### src/rtl/bus_pkg.sv
// Shared types and default constants for the bus responder slice.
package bus_pkg;

  localparam int          DEFAULT_DATA_WIDTH = 32;
  localparam int          DEFAULT_ADDR_WIDTH = 4;
  localparam logic [31:0] DEFAULT_ID_VALUE   = 32'hB0B0_0001;
  localparam int          CNT_WIDTH          = 4;

  typedef enum logic [1:0] {
    IDLE = 2'd0,
    WAIT = 2'd1,
    ACK  = 2'd2
  } state_t;

endpackage

### src/rtl/bus_responder_regfile.sv
// Register storage with one write port and a combinational read mux.
// Address 0 is a read-only ID word; it has no writable storage behind it.
module bus_responder_regfile
  import bus_pkg::*;
#(
  parameter int                    DATA_WIDTH = DEFAULT_DATA_WIDTH,
  parameter int                    ADDR_WIDTH = DEFAULT_ADDR_WIDTH,
  parameter logic [DATA_WIDTH-1:0] ID_VALUE   = DEFAULT_ID_VALUE
) (
  input  logic                  clk,
  input  logic                  rst_n,
  input  logic                  wr_en,
  input  logic [ADDR_WIDTH-1:0] wr_addr,
  input  logic [DATA_WIDTH-1:0] wr_data,
  input  logic [ADDR_WIDTH-1:0] rd_addr,
  output logic [DATA_WIDTH-1:0] rd_data
);

  localparam int DEPTH = 2 ** ADDR_WIDTH;

  logic [DATA_WIDTH-1:0] regs [DEPTH];

  always_ff @(posedge clk) begin
    if (!rst_n) begin
      for (int i = 0; i < DEPTH; i++) begin
        regs[i] <= '0;
      end
    end else if (wr_en && (wr_addr != '0)) begin
      regs[wr_addr] <= wr_data;
    end
  end

  assign rd_data = (rd_addr == '0) ? ID_VALUE : regs[rd_addr];

endmodule

### src/rtl/bus_responder.sv
// Simple register-bank bus target: req/ack handshake with programmable wait
// states, read-only ID at address 0 and a sticky protocol-error flag.
module bus_responder
  import bus_pkg::*;
#(
  parameter int                    DATA_WIDTH  = DEFAULT_DATA_WIDTH,
  parameter int                    ADDR_WIDTH  = DEFAULT_ADDR_WIDTH,
  parameter int                    WAIT_CYCLES = 2,
  parameter logic [DATA_WIDTH-1:0] ID_VALUE    = DEFAULT_ID_VALUE
) (
  input  logic                  clk,
  input  logic                  rst_n,
  input  logic                  req,
  input  logic                  rnw,
  input  logic [ADDR_WIDTH-1:0] addr,
  input  logic [DATA_WIDTH-1:0] wdata,
  output logic                  ack,
  output logic                  err,
  output logic [DATA_WIDTH-1:0] rdata,
  output logic                  proto_err
);

  localparam logic [CNT_WIDTH-1:0] WAIT_LOAD =
    (WAIT_CYCLES > 0) ? CNT_WIDTH'(WAIT_CYCLES - 1) : '0;

  state_t                state;
  state_t                next_state;
  logic [CNT_WIDTH-1:0]  wait_cnt;
  logic [CNT_WIDTH-1:0]  next_cnt;
  logic                  abort;
  logic                  enter_ack;
  logic                  wr_en;
  logic [DATA_WIDTH-1:0] rd_data;

  always_comb begin
    next_state = state;
    next_cnt   = wait_cnt;
    abort      = 1'b0;
    case (state)
      IDLE: begin
        if (req) begin
          if (WAIT_CYCLES > 0) begin
            next_state = WAIT;
            next_cnt   = WAIT_LOAD;
          end else begin
            next_state = ACK;
          end
        end
      end
      WAIT: begin
        if (!req) begin
          next_state = IDLE;
          next_cnt   = '0;
          abort      = 1'b1;
        end else if (wait_cnt == '0) begin
          next_state = ACK;
        end else begin
          next_cnt = wait_cnt - 1'b1;
        end
      end
      ACK: begin
        next_state = IDLE;
      end
      default: begin
        next_state = IDLE;
        next_cnt   = '0;
      end
    endcase
  end

  // Everything about a transfer (write, read data, err) is committed on the
  // edge that enters ACK, using the fields sampled on that edge.
  assign enter_ack = (next_state == ACK);
  assign wr_en     = rst_n && enter_ack && !rnw;

  always_ff @(posedge clk) begin
    if (!rst_n) begin
      state     <= IDLE;
      wait_cnt  <= '0;
      ack       <= 1'b0;
      err       <= 1'b0;
      rdata     <= '0;
      proto_err <= 1'b0;
    end else begin
      state    <= next_state;
      wait_cnt <= next_cnt;
      ack      <= enter_ack;
      err      <= enter_ack && !rnw && (addr == '0);
      rdata    <= (enter_ack && rnw) ? rd_data : '0;
      if (abort) begin
        proto_err <= 1'b1;
      end
    end
  end

  bus_responder_regfile #(
    .DATA_WIDTH (DATA_WIDTH),
    .ADDR_WIDTH (ADDR_WIDTH),
    .ID_VALUE   (ID_VALUE)
  ) u_regfile (
    .clk     (clk),
    .rst_n   (rst_n),
    .wr_en   (wr_en),
    .wr_addr (addr),
    .wr_data (wdata),
    .rd_addr (addr),
    .rd_data (rd_data)
  );

endmodule

### config.mk
export PLATFORM = sky130hd
export DESIGN_NAME = bus_responder
export DESIGN_NICKNAME = d
export VERILOG_FILES = /design/src/rtl/bus_pkg.sv /design/src/rtl/bus_responder_regfile.sv /design/src/rtl/bus_responder.sv
export SDC_FILE = /design/constraint.sdc
export NUM_CORES = 1
export LEC_CHECK = 0
export BUFFER_PORTS_ARGS = -buffer_cell sky130_fd_sc_hd__buf_2
export CORE_UTILIZATION = 69
export CTS_BUF_LIST = sky130_fd_sc_hd__clkbuf_4 sky130_fd_sc_hd__clkbuf_8
export DETAILED_ROUTE_END_ITERATION = 12
export PLACE_DENSITY_LB_ADDON = 0.2
export SLEW_MARGIN = 30
export SYNTH_ARGS = -nofsm -noshare
export SYNTH_HDL_FRONTEND = slang
export SYNTH_HIERARCHICAL = 1
export SYNTH_SLANG_ARGS = --single-unit
### constraint.sdc
create_clock -name clk -period 8.7 [get_ports clk]
set_clock_uncertainty 0.1 [all_clocks]
set_input_delay 0.435 -clock clk [delete_from_list [all_inputs] [get_ports clk]]
set_output_delay 0.435 -clock clk [all_outputs]
set_load 0.02 [all_outputs]
-- Word level (Yosys, flattened, before mapping)
Memory sizes are Yosys's and may differ from the RTL's.
Cells that the tools add are included.
- add/subtract/negate cells: 1
- eq/ne operators: 5
- mux-type cells: 18
- bitwise operators: 3
- reduce and logical (&&, ||, !) cells: 15
- operators with widths (kind ; count):
    $mux 32 ; 2
    $reduce_or 32->1 ; 1
    $mux 4 ; 4
    $pmux 4 s3 ; 1
    $logic_not 4->1 ; 2
    $mux 1 ; 7
    $logic_and 1x1->1 ; 6
    $mux 2 ; 3
    $eq 2x2->1 const B ; 2
    $pmux 2 s2 ; 1
    $reduce_bool 4->1 ; 1
    $sub 4x1->4 const B ; 1
    $ne 3x3->1 const B ; 1
    $not 1->1 ; 3
    $reduce_and 3->1 ; 1
    $reduce_or 3->1 ; 1
    $eq 2x1->1 const B ; 1
    $logic_not 2->1 ; 1
    $ne 2x2->1 const B ; 1
    $reduce_and 2->1 ; 1
    $logic_not 1->1 ; 1
- register bits: 41
- bits in writable memories: 512
- bits of input ports: 40
- output and inout bits: 35
- memories kept: 1
- memory list (memory ; words ; bits a word ; rd ports ; clocked after Yosys merged registers in ; write ports ; RTL line ; source):
    u_regfile.regs ; 16 ; 32 ; 1 ; 0 ; 16 ; bus_responder_regfile.sv:21 ; logic [DATA_WIDTH-1:0] regs [DEPTH];

-- Logic depth before layout (Yosys ltp)
Gate-level depths: netlist of run 1.
- depth in word-level cells: 13
- gate-level depth with buffers: 10
- gate-level depth less buffers: 9

-- Modules after synthesis
The synthesis of run 1 kept the hierarchy.
- modules (own cells, without submodules) (module ; instances ; cells an instance ; area an instance (µm²) ; seq. area each (µm²)):
    bus_responder_regfile ; 1 ; 1426 ; 22785.6 ; 15134.5
    bus_responder ; 1 ; 114 ; 1296.2 ; 820.8

-- Worst setup path before layout of run 1
Ideal clock, no wire load.
- kind: register to register
- from: reg wait_cnt[0]
- to: mem u_regfile/regs[13][0] (netlist bit), enable pin
- arrival time: 4063 ps
- path slack: 4071 ps
- stages on the path, launching flop included: 9
- path buffers: 0
- cell sequence: dfxtp_1 > inv_1 > ha_1 > nor3b_4 > and3_1 > nand2_1 > nor2_1 > nand4_4 > o21ai_0
- RTL lines (item ; RTL line ; source):
    start, declared ; bus_responder.sv:28 ; logic [CNT_WIDTH-1:0] wait_cnt;
    start signal, assigned ; bus_responder.sv:86 ; wait_cnt <= next_cnt;
    end, declared ; bus_responder_regfile.sv:21 ;

==> flow_metrics.tcl, run 1 <==
set metrics [dict create \
    antenna_found_initial 5 \
    syn-cell-area_sq_um 24100 \
    clkSinkCount 545 \
    synth_top_area_share_pct 62.8 \
    grt_pass1_wl_mm 85.7 \
    area.growth.synth_to_final_pct 11.7 \
    avgViaCountPerCell 6.37 \
    status "completed" \
    row_count 68 \
    rr_worst_depth 10 \
    ys_seq_elements 545 \
    cp.arrival_ns 4.37 \
    avgSynthCellArea_sq_um 15.6 \
    cts_htree_levels 3 \
    drtAntennaViolNets 0 \
    synth_top_area_cell "edfxtp_1" \
    crit_type "register to register" \
    first_pass_iters 6 \
    first_global_vias 14141 \
    layout_min_cycle_time_ns 4.24 \
    rsz0062_at_grt "no" \
    cp-start-kind "register" \
    leakage_nw 10.2 \
    drt_iter0_markers 1650 \
    cts_tree "yes" \
    r2r-start "wait_cnt[0]$_SDFFE_PN0P_" \
    start_util_pct 69.9 \
    synth.distinct_cells 49 \
    synth-compound-area-share_pct 2.57 \
    synth_xor_xnor_area_share_pct 0 \
    drv_cap 0 \
    hold_path.class "input port to register" \
    final_nets 1673 \
    die_y_um 189 \
    ys_top_cells_by_area "edfxtp_1 63%, and2_1 13%, mux4_2 10%" \
    rrSetupSlack_ns 4.46 \
    synth_fa_ha_area_share_pct 0.104 \
    layout_common_cells "513 x and2_1, 504 x edfxtp_1, 108 x clkbuf_8" \
    vias 13729 \
    port_buffers 74 \
    layout_commonest_cell "and2_1" \
    design_area_sq_um 26900 \
    wl_per_cell_um 27.0 \
    dp_hpwl_mm 32.6 \
    syn_inst 1540 \
    maxSlewViolCount 0 \
    layout-drive-gt1-share_pct 24.0 \
    synthSimpleGateAreaFrac_pct 15.4 \
    path_max_fanout 33 \
    gp_congestion 0.801 \
    endpoint_kind "register" \
    finalSetupViolations 0 \
    die-area_sq_um 35700 \
    synth-warning-count 6 \
    synth_top_family_by_area "simple AND/OR/NAND/NOR gates" \
    grt_max_degree 85 \
    clk_pin_slew_ns 0.07 \
    crit_end "u_regfile/regs[8][5]$_SDFFCE_PN0P_" \
    coreArea_sq_um 34500 \
    ir_worst_vdd_v 0.000226 \
    overflow 0 \
    tightest_slew_ns 0.980 \
    die_x_um 189 \
    seq_area_frac_synth_pct 66.3 \
    setup_slack_ns 4.46 \
    r2r_end "u_regfile/regs[8][5]$_SDFFCE_PN0P_" \
    cts_buffers 85 \
    clock_latency_ns 0.62 \
    crit_required_ns 8.83 \
    tns_ns 0 \
    synth-edff-count 504 \
    finalCritPeriodShare_pct 48.7 \
    p_per_area_nw_per_um2 208 \
    slew_headroom_pct 34.7 \
    clockBufferDepth 3 \
    wirelength_mm 58.2 \
    hold_violations 0 \
    root_buffer "clkbuf_8" \
    dpl-instance-area_sq_um 25000 \
    drc 0 \
    track_usage_pct 33.6 \
    yosys-mux-area-fraction_pct 13.0 \
    crit_start "wait_cnt[0]$_SDFFE_PN0P_" \
    synth_ff_type "edfxtp_1" \
    async_flop_share_pct 0 \
    fmax_ghz 0.236 \
    ios 75 \
    place_ws_ns 4.29 \
]
[report_power, final]
group | switching [W] | internal (W) | total, W
sequential | 0.0000278 | 0.00295 | 0.00297
clock | 0.000971 | 0.00130 | 0.00227
combinational | 0.000227 | 0.000129 | 0.000357
total | 0.00123 | 0.00437 | 0.00560
[layer usage]
layer	GRT usage, %	wire length (um)	vias to the layer above
li1	-	-	5856
met2	56.3	29500	828
met1	43.0	20800	6901
met5	0	0	-
met4	14.9	2120	0
met3	6.43	5700	144
[worst max-delay path: stages, from the launching register on]
cell and delay [ns]:
dfxtp_1 0.34, inv_1 0.09, ha_1 0.16, nor3b_4 0.31, and3_1 0.26, nand2_1 0.12, nor2_1 0.63, nand4b_4 0.39
nor3_4 0.20, buf_4 0.37, nand2b_2 0.83
[logic make-up (layout without fill, tap and decap cells)]
group | after synthesis | after routing
adder cells (fa/ha/maj) | 2 | 2
flip-flops | 545 | 545
buffers and inverters | 135 | 271
AO/OA/AOI/OAI | 93 | 93
AND/OR/NAND/NOR | 586 | 586
other | 1 | 25
multiplexers | 178 | 178
[cell type report]
| class | count | area [sq um] |
|---|---|---|
| Sequential cell | 545 | 16000 |
| Multi-Input combinational cell | 883 | 7740 |
| Fill cell | 1945 | 7570 |
| Clock buffer | 144 | 1760 |
| Timing Repair Buffer | 109 | 759 |
| Tap cell | 455 | 569 |
| Clock inverter | 11 | 81.3 |
| Inverter | 7 | 26.3 |
| Antenna cell | 1 | 2.50 |
[sequential cells by signal, summed over array words and instances (netlist names)]
name and cells:
u_regfile/regs 504, rdata 32, wait_cnt 4, state 2, ack 1, err 1
proto_err 1
[metrics by stage]
stage / std cells / hold slack (ns) / total power [W] / utilization (%)
floorplan: 1563 / 0.366 / 0.00324 / -
global placement: 1992 / 0.351 / 0.00336 / 72.1
detailed placement: 1996 / 0.360 / 0.00338 / 72.5
CTS: 2153 / 0.133 / 0.00562 / 77.9
global route: 2154 / 0.183 / 0.00575 / 78.0
finish: 2155 / 0.172 / 0.00560 / 78.0
[worst min-delay path by stage]
stage / endpoint / from / cells past startpoint
finish: u_regfile/regs[2][14]$_SDFFCE_PN0P_ / wdata[14] / 2
global placement: proto_err$_SDFFE_PN0P_ / proto_err$_SDFFE_PN0P_ / 2
detailed placement: proto_err$_SDFFE_PN0P_ / proto_err$_SDFFE_PN0P_ / 2
floorplan: wait_cnt[1]$_SDFFE_PN0P_ / wait_cnt[1]$_SDFFE_PN0P_ / 2
CTS: u_regfile/regs[9][14]$_SDFFCE_PN0P_ / wdata[14] / 2
global route: u_regfile/regs[8][11]$_SDFFCE_PN0P_ / wdata[11] / 2
[synth_stat cells, types with 4 or more instances]
| library cell | n |
|---|---|
| a211oi_1 | 8 |
| a21oi_1 | 13 |
| a221oi_1 | 13 |
| a2bb2oi_1 | 4 |
| a31oi_1 | 7 |
| a32oi_1 | 4 |
| and2_1 | 513 |
| buf_2 | 25 |
| buf_4 | 5 |
| buf_6 | 7 |
| clkbuf_1 | 54 |
| clkbuf_2 | 34 |
| dfxtp_1 | 41 |
| edfxtp_1 | 504 |
| inv_1 | 7 |
| mux2i_1 | 71 |
| mux4_2 | 107 |
| nand2_1 | 21 |
| nand2b_1 | 9 |
| nor2_1 | 13 |
| o21ai_0 | 11 |
| o21ai_1 | 6 |
| o22ai_1 | 19 |
[timing repair]
item,CTS,global route
setup endpoints to repair,0,0
hold buffers,2,0
buffers inserted,0,0
resized for setup,0,0
endpoints found under the hold margin,2,0
Note: power is estimated with default switching activity, not from simulation.
==> run 2: changes to the inputs <==
CORE_UTILIZATION = 58   (was 69)
clock period = 3.6 ns   (was 8.7 ns; I/O delays follow)
==> run 2 against run 1 <==
  * Wire length increased by 0.61%
  * Worst hold slack worse by 0.077 ns
  * Clock power is 150% higher
  * Critical path type unchanged
  * Highest routed layer unchanged
  * Worst setup slack got worse by 3.9 ns
  * Critical path depth did not move
  * Register-to-register slack worse by 3.9 ns
  * Critical endpoint is now u_regfile/regs[5][2]$_SDFFCE_PN0P_
  * Maximum frequency is 40% higher
  * Largest cell class unchanged
  * Global-route usage decreased by 4.8 points
  * Cell count rose by 7.1%
  * Die area rose by 19%
  * Total power grew 140%
  * Combinational power grew 150%
==> flow_metrics.tcl, run 2 (synthesized netlist as in run 1, its figures left out) <==
set metrics [dict create \
    layout_commonest_cell "and2_1" \
    p_per_area_nw_per_um2 496 \
    die_y_um 206 \
    grt_pass1_wl_mm 87.1 \
    ios 75 \
    crit_type "register to register" \
    met2WireLength_mm 28.4 \
    coreArea_sq_um 40900 \
    rsz0062_at_grt "no" \
    root_buffer "clkbuf_8" \
    num_antenna_cells 0 \
    drt_iter0_markers 1251 \
    largest-register "u_regfile/regs" \
    slowest_delay_ns 0.42 \
    cts_buffers 87 \
    clockBufferDepth 3 \
    clk_pin_slew_ns 0.06 \
    cpMaxStageDelayCell "buf_4" \
    overflow 0 \
    ir_worst_vdd_v 0.000363 \
    slew_headroom_pct 44.6 \
    first_global_vias 13958 \
    gp_congestion 0.789 \
    area.growth.synth_to_final_pct 14.6 \
    track_usage_pct 28.8 \
    dpl-instance-area_sq_um 25300 \
    start_util_pct 58.8 \
    endpoint_kind "register" \
    p_sw_share_pct 22.3 \
    post-route-util_pct 67.4 \
    finalPower_w 0.0137 \
    tns_ns 0 \
    cts_tree "yes" \
    status "completed" \
    hold_start "addr[2]" \
    avgViaCountPerCell 5.91 \
    port_buffers 74 \
    r2r-start "wait_cnt[0]$_SDFFE_PN0P_" \
    die-area_sq_um 42300 \
    row_count 74 \
    highest_layer "met4" \
    power_frac_seq_pct 52.5 \
    drv_cap 0 \
    hold_path.class "input port to register" \
    path_cells "inv_1 -> ha_1 -> nor3b_4 -> and3_1 -> nand2_1 -> nor2_1 -> buf_4 -> nand4b_4 -> o21ai_4 -> buf_4" \
    fmax_ghz 0.330 \
    layout-drive-gt1-share_pct 24.6 \
    rr_worst_depth 10 \
    clock_latency_ns 0.65 \
    final_nets 1747 \
    wl_per_cell_um 25.3 \
    min_delay_path_depth 3 \
    cp-start-kind "register" \
    dp_hpwl_mm 33.7 \
    design_area_sq_um 27600 \
    layout_common_cells "513 x and2_1, 504 x edfxtp_1, 107 x mux4_2" \
    grt_max_degree 56 \
    cts_resized 0 \
    largest_reg_flops 504 \
    wirelength_mm 58.5 \
    leakage_nw 10.5 \
    route.met3.wl_mm 4.65 \
    clkSinkCount 545 \
    tightest_slew_ns 0.827 \
    maxSlewViolCount 0 \
    p_sw_w 0.00305 \
    whs_endpoint "rdata[28]$_SDFF_PN0_" \
    crit_top_cell "buf_4" \
    first_pass_iters 5 \
    hold_violations 0 \
    hold_slack_ns 0.0952 \
    wl_met1_mm 24.0 \
    antenna_found_initial 1 \
    finalCritPeriodShare_pct 84.2 \
    p_clk_share_pct 41.0 \
    path_max_fanout 22 \
    vias 13655 \
    drc 0 \
    reg_top3 "u_regfile/regs: 504 flops, rdata: 32 flops, wait_cnt: 4 flops" \
    drtAntennaViolNets 0 \
    rrSetupSlack_ns 0.57 \
    cts_htree_levels 3 \
    cp.arrival_ns 3.22 \
    layout_min_cycle_time_ns 3.03 \
    die_x_um 206 \
    p_int_w 0.0106 \
    p_comb_share_pct 6.5 \
    fill_cells 2828 \
    r2r_end "u_regfile/regs[5][2]$_SDFFCE_PN0P_" \
    finalSetupViolations 0 \
    crit_required_ns 3.79 \
]
-- run 2: cell count changes in the layout (fill, tap and decap cells not counted), sizes merged --
cell / change
clkinv: +11
buf: +38
bufinv: +3
clkinvlp: +4
dlygate4sd3: +34
inv: +3
clkbuf: -15
diode: -1
-- run 2: worst max path at each step --
stage,startpoint,slack [ns],end
after floorplan,wait_cnt[0]$_SDFFE_PN0P_,-0.17,u_regfile/regs[13][0]$_SDFFCE_PN0P_
after global placement,wait_cnt[0]$_SDFFE_PN0P_,0.76,u_regfile/regs[8][7]$_SDFFCE_PN0P_
after detailed placement,wait_cnt[0]$_SDFFE_PN0P_,0.65,u_regfile/regs[12][13]$_SDFFCE_PN0P_
after CTS,wait_cnt[0]$_SDFFE_PN0P_,0.60,u_regfile/regs[4][1]$_SDFFCE_PN0P_
after global routing,wait_cnt[0]$_SDFFE_PN0P_,0.40,u_regfile/regs[4][1]$_SDFFCE_PN0P_
final,wait_cnt[0]$_SDFFE_PN0P_,0.57,u_regfile/regs[5][2]$_SDFFCE_PN0P_
-- run 2: worst max-delay path, delay by kind of cell (launching register included) --
kind                       cells  cell delay [ns]
adders and majority gates      1             0.16
and+or+nand+nor                5             1.07
AOI/OAI and AO/OA              1             0.26
buffers and inverters          3             0.72
DFF                            1             0.33
-- run 2: layout make-up --
| class | instances | area [sq um] | share of cell area (%) |
|---|---|---|---|
| Sequential cell | 545 | 16000 | 57.8 |
| Multi-Input combinational cell | 883 | 7720 | 28.0 |
| Clock buffer | 129 | 1610 | 5.85 |
| Timing Repair Buffer | 181 | 1350 | 4.88 |
| Tap cell | 532 | 666 | 2.41 |
| Clock inverter | 32 | 269 | 0.975 |
| Inverter | 7 | 26.3 | 0.0952 |
-- run 2: layer usage --
layer | GRT usage [%] | vias up
met2 | 46.4 | 621
met3 | 5.88 | 97
met5 | 0 | -
met1 | 39.0 | 6937
li1 | - | 6000
met4 | 10.3 | 0
-- run 2: power by group through the flow --
stage / Clock [W] / Sequential [W] / Combinational, W
floorplan: 0 / 0.00729 / 0.000533
global placement: 0 / 0.00730 / 0.000844
detailed placement: 0 / 0.00731 / 0.000855
global route: 0.00599 / 0.00719 / 0.000943
finish: 0.00562 / 0.00718 / 0.000889
CTS: 0.00571 / 0.00718 / 0.000888
-- run 2: timing repair --
| action | in CTS | in global routing |
|---|---|---|
| hold endpoints to repair | 487 | 0 |
| setup endpoints to repair | 0 | 0 |
| hold buffers | 36 | 0 |
| setup buffers | 0 | 0 |
-- run 2: stage by stage --
stage                     worst slack, ns  std cells
after floorplan                    -0.168       1563
after CTS                           0.602       2309
after global routing                0.398       2309
after global placement              0.765       2112
after detailed placement            0.653       2112
final                               0.570       2309
==> run 3: changes to the inputs <==
clock period = 2.5 ns   (was 3.6 ns; I/O delays follow)
==> run 3 against run 2 <==
  * The flow now finishes with violations (negative setup slack)
  * Register-to-register slack got worse by 0.70 ns
  * Via count rose by 6.1%
  * Non-clock buffer count rose by 84
  * Worst setup slack got worse by 0.70 ns
  * Wire length rose by 13%
  * Global-route usage rose by 0.35 points
  * Clock power rose by 42%
  * Die area did not move
  * First-iteration DRC count rose by 9.8%
  * Total power rose by 45%
  * Critical endpoint is now u_regfile/regs[14][31]$_SDFFCE_PN0P_
  * Largest power group unchanged
  * Highest routed layer unchanged
==> flow_metrics.tcl, run 3 (synthesized netlist as in run 1, its figures left out) <==
set metrics [dict create \
    fin_cells 2398 \
    fmax_ghz 0.380 \
    hold_start "addr[2]" \
    coreArea_sq_um 40900 \
    tightest_slew_ns 0.894 \
    largest_reg_flops 504 \
    power_frac_seq_pct 52.0 \
    wl_per_cell_um 27.6 \
    worstSetupPathDepth 12 \
    tns_ns -16.87 \
    setup_slack_ns -0.134 \
    maxSlewViolCount 0 \
    avgViaCountPerCell 6.04 \
    die_x_um 206 \
    cp.arrival_ns 2.89 \
    overflow 0 \
    dp_cells 2142 \
    path_max_fanout 8 \
    hold_violations 0 \
    grt_pass1_wl_mm 87.8 \
    r2r_end "u_regfile/regs[14][31]$_SDFFCE_PN0P_" \
    slowest_delay_ns 0.34 \
    clk_pin_slew_ns 0.06 \
    first_pass_iters 5 \
    clock_latency_ns 0.66 \
    p_sw_w 0.00452 \
    track_usage_pct 29.1 \
    crit_type "register to register" \
    cp-start-kind "register" \
    leakage_nw 11.3 \
    dpl-instance-area_sq_um 26100 \
    port_buffers 74 \
    min_delay_path_depth 4 \
    slew_headroom_pct 40.2 \
    drv_cap 0 \
    ios 75 \
    layout_common_cells "504 x edfxtp_1, 499 x and2_1, 107 x mux4_2" \
    p_sw_share_pct 22.8 \
    vias 14487 \
    violations "negative setup slack" \
    cts_htree_levels 3 \
    start_util_pct 58.8 \
    drtAntennaViolNets 0 \
    finalCritPeriodShare_pct 105 \
    root_buffer "clkbuf_8" \
    rsz0062_at_grt "yes" \
    antenna_found_initial 2 \
    area.growth.synth_to_final_pct 21.9 \
    gp_congestion 0.788 \
    layout_commonest_cell "edfxtp_1" \
    drc 0 \
    whs_endpoint "rdata[24]$_SDFF_PN0_" \
    cts_tree "yes" \
    endpoint_kind "register" \
    layout-drive-gt1-share_pct 29.8 \
    row_count 74 \
    dp_hpwl_mm 36.5 \
    cpMaxStageDelayCell "dfxtp_2" \
    reg_top3 "u_regfile/regs: 504 flops, rdata: 32 flops, wait_cnt: 4 flops" \
    finalSetupViolations 332 \
    p_clk_share_pct 40.0 \
    first_global_vias 13933 \
    wirelength_mm 66.3 \
    largest-register "u_regfile/regs" \
    path_cells "inv_2 -> ha_4 -> nor3b_4 -> and3_4 -> nand2_4 -> nor2_4 -> buf_6 -> nand4_4 -> buf_4 -> o21ai_4 -> buf_4 -> clkbuf_16" \
    die_y_um 206 \
    rr_worst_depth 12 \
    crit_top_cell "buf_4" \
    cts_buffers 88 \
    ir_worst_vdd_v 0.000473 \
    cpLargestDelayFamily "simple AND/OR/NAND/NOR gates" \
    p_comb_share_pct 8.0 \
    status "finished, violations left" \
    layout_min_cycle_time_ns 2.63 \
    p_int_w 0.0154 \
    grt_max_degree 33 \
    rrSetupSlack_ns -0.13 \
    design_area_sq_um 29400 \
    clkSinkCount 545 \
    path_buf_inv 5 \
    hold_path.class "input port to register" \
    clockBufferDepth 3 \
    r2r-start "wait_cnt[0]$_SDFFE_PN0P_" \
    hold_slack_ns 0.0803 \
    drt_iter0_markers 1373 \
    crit_required_ns 2.75 \
    fill_cells 2565 \
    num_antenna_cells 0 \
    final_nets 1832 \
    die-area_sq_um 42300 \
    p_per_area_nw_per_um2 677 \
]
==> run 3: cell count changes in the layout (fill, tap and decap cells not counted), sizes merged <==
cell / delta
buf: +64
bufinv: -4
clkbuf: +41
clkinv: -11
clkinvlp: -4
dlygate4sd3: +2
inv: +1
==> run 3: per-layer routing <==
layer / share of wire (%) / GRT usage [%] / wire (um)
met1: 39 / 40.0 / 25500
met2: 49 / 47.4 / 32200
met3: 9.4 / 4.58 / 6230
met4: 3.5 / 10.3 / 2300
met5: 0 / 0 / 0
==> run 3: cell type report <==
type / count / area [sq um] / area share, %
Clock buffer: 152 / 1760 / 6.00
Clock inverter: 14 / 83.8 / 0.286
Inverter: 7 / 26.3 / 0.0895
Multi-Input combinational cell: 883 / 7840 / 26.7
Sequential cell: 545 / 16000 / 54.4
Tap cell: 532 / 666 / 2.27
Timing Repair Buffer: 265 / 3010 / 10.3
==> run 3: worst max path at each step <==
stage | from | end | slack (ns)
after floorplan | wait_cnt[1]$_SDFFE_PN0P_ | u_regfile/regs[14][0]$_SDFFCE_PN0P_ | -0.10
after global placement | wait_cnt[1]$_SDFFE_PN0P_ | u_regfile/regs[8][24]$_SDFFCE_PN0P_ | -0.04
after detailed placement | wait_cnt[1]$_SDFFE_PN0P_ | u_regfile/regs[8][18]$_SDFFCE_PN0P_ | -0.10
after CTS | wait_cnt[0]$_SDFFE_PN0P_ | u_regfile/regs[3][20]$_SDFFCE_PN0P_ | -0.01
after global routing | wait_cnt[0]$_SDFFE_PN0P_ | u_regfile/regs[14][31]$_SDFFCE_PN0P_ | -0.18
final | wait_cnt[0]$_SDFFE_PN0P_ | u_regfile/regs[14][31]$_SDFFCE_PN0P_ | -0.13
==> run 3: through the flow <==
stage                     power [W]  setup WS (ns)  utilization [%]
after floorplan              0.0113         -0.104                -
after global placement       0.0119        -0.0359             63.8
after detailed placement     0.0119         -0.103             63.8
after CTS                    0.0198        -0.0133             69.4
after global routing         0.0204         -0.177             71.7
final                        0.0199         -0.134             71.7
==> run 3: worst register-to-register path: stages (launching register included) <==
cell,delay [ns]
dfxtp_2,0.34
inv_2,0.08
ha_4,0.12
nor3b_4,0.18
and3_4,0.24
nand2_4,0.07
nor2_4,0.21
buf_6,0.14
nand4_4,0.14
buf_4,0.20
o21ai_4,0.15
buf_4,0.19
clkbuf_16,0.19
==> run 3: what timing repair did <==
action | 4_1_cts | 5_1_grt
gates cloned | 0 | 23
resized for setup | 2 | 65
hold endpoints to repair | 489 | 0
hold buffers | 38 | 0
endpoints found under the setup margin | 259 | 792
pin swaps | 4 | 10
setup buffers | 7 | 22
==> run 3: power groups by stage <==
stage / logic, W / clock network [W] / registers, W
2_1_floorplan: 0.000790 / 0 / 0.0105
5_1_grt: 0.00165 / 0.00841 / 0.0104
3_3_place_gp: 0.00137 / 0 / 0.0105
4_1_cts: 0.00143 / 0.00803 / 0.0103
6_report: 0.00158 / 0.00796 / 0.0103
3_5_place_dp: 0.00138 / 0 / 0.0105
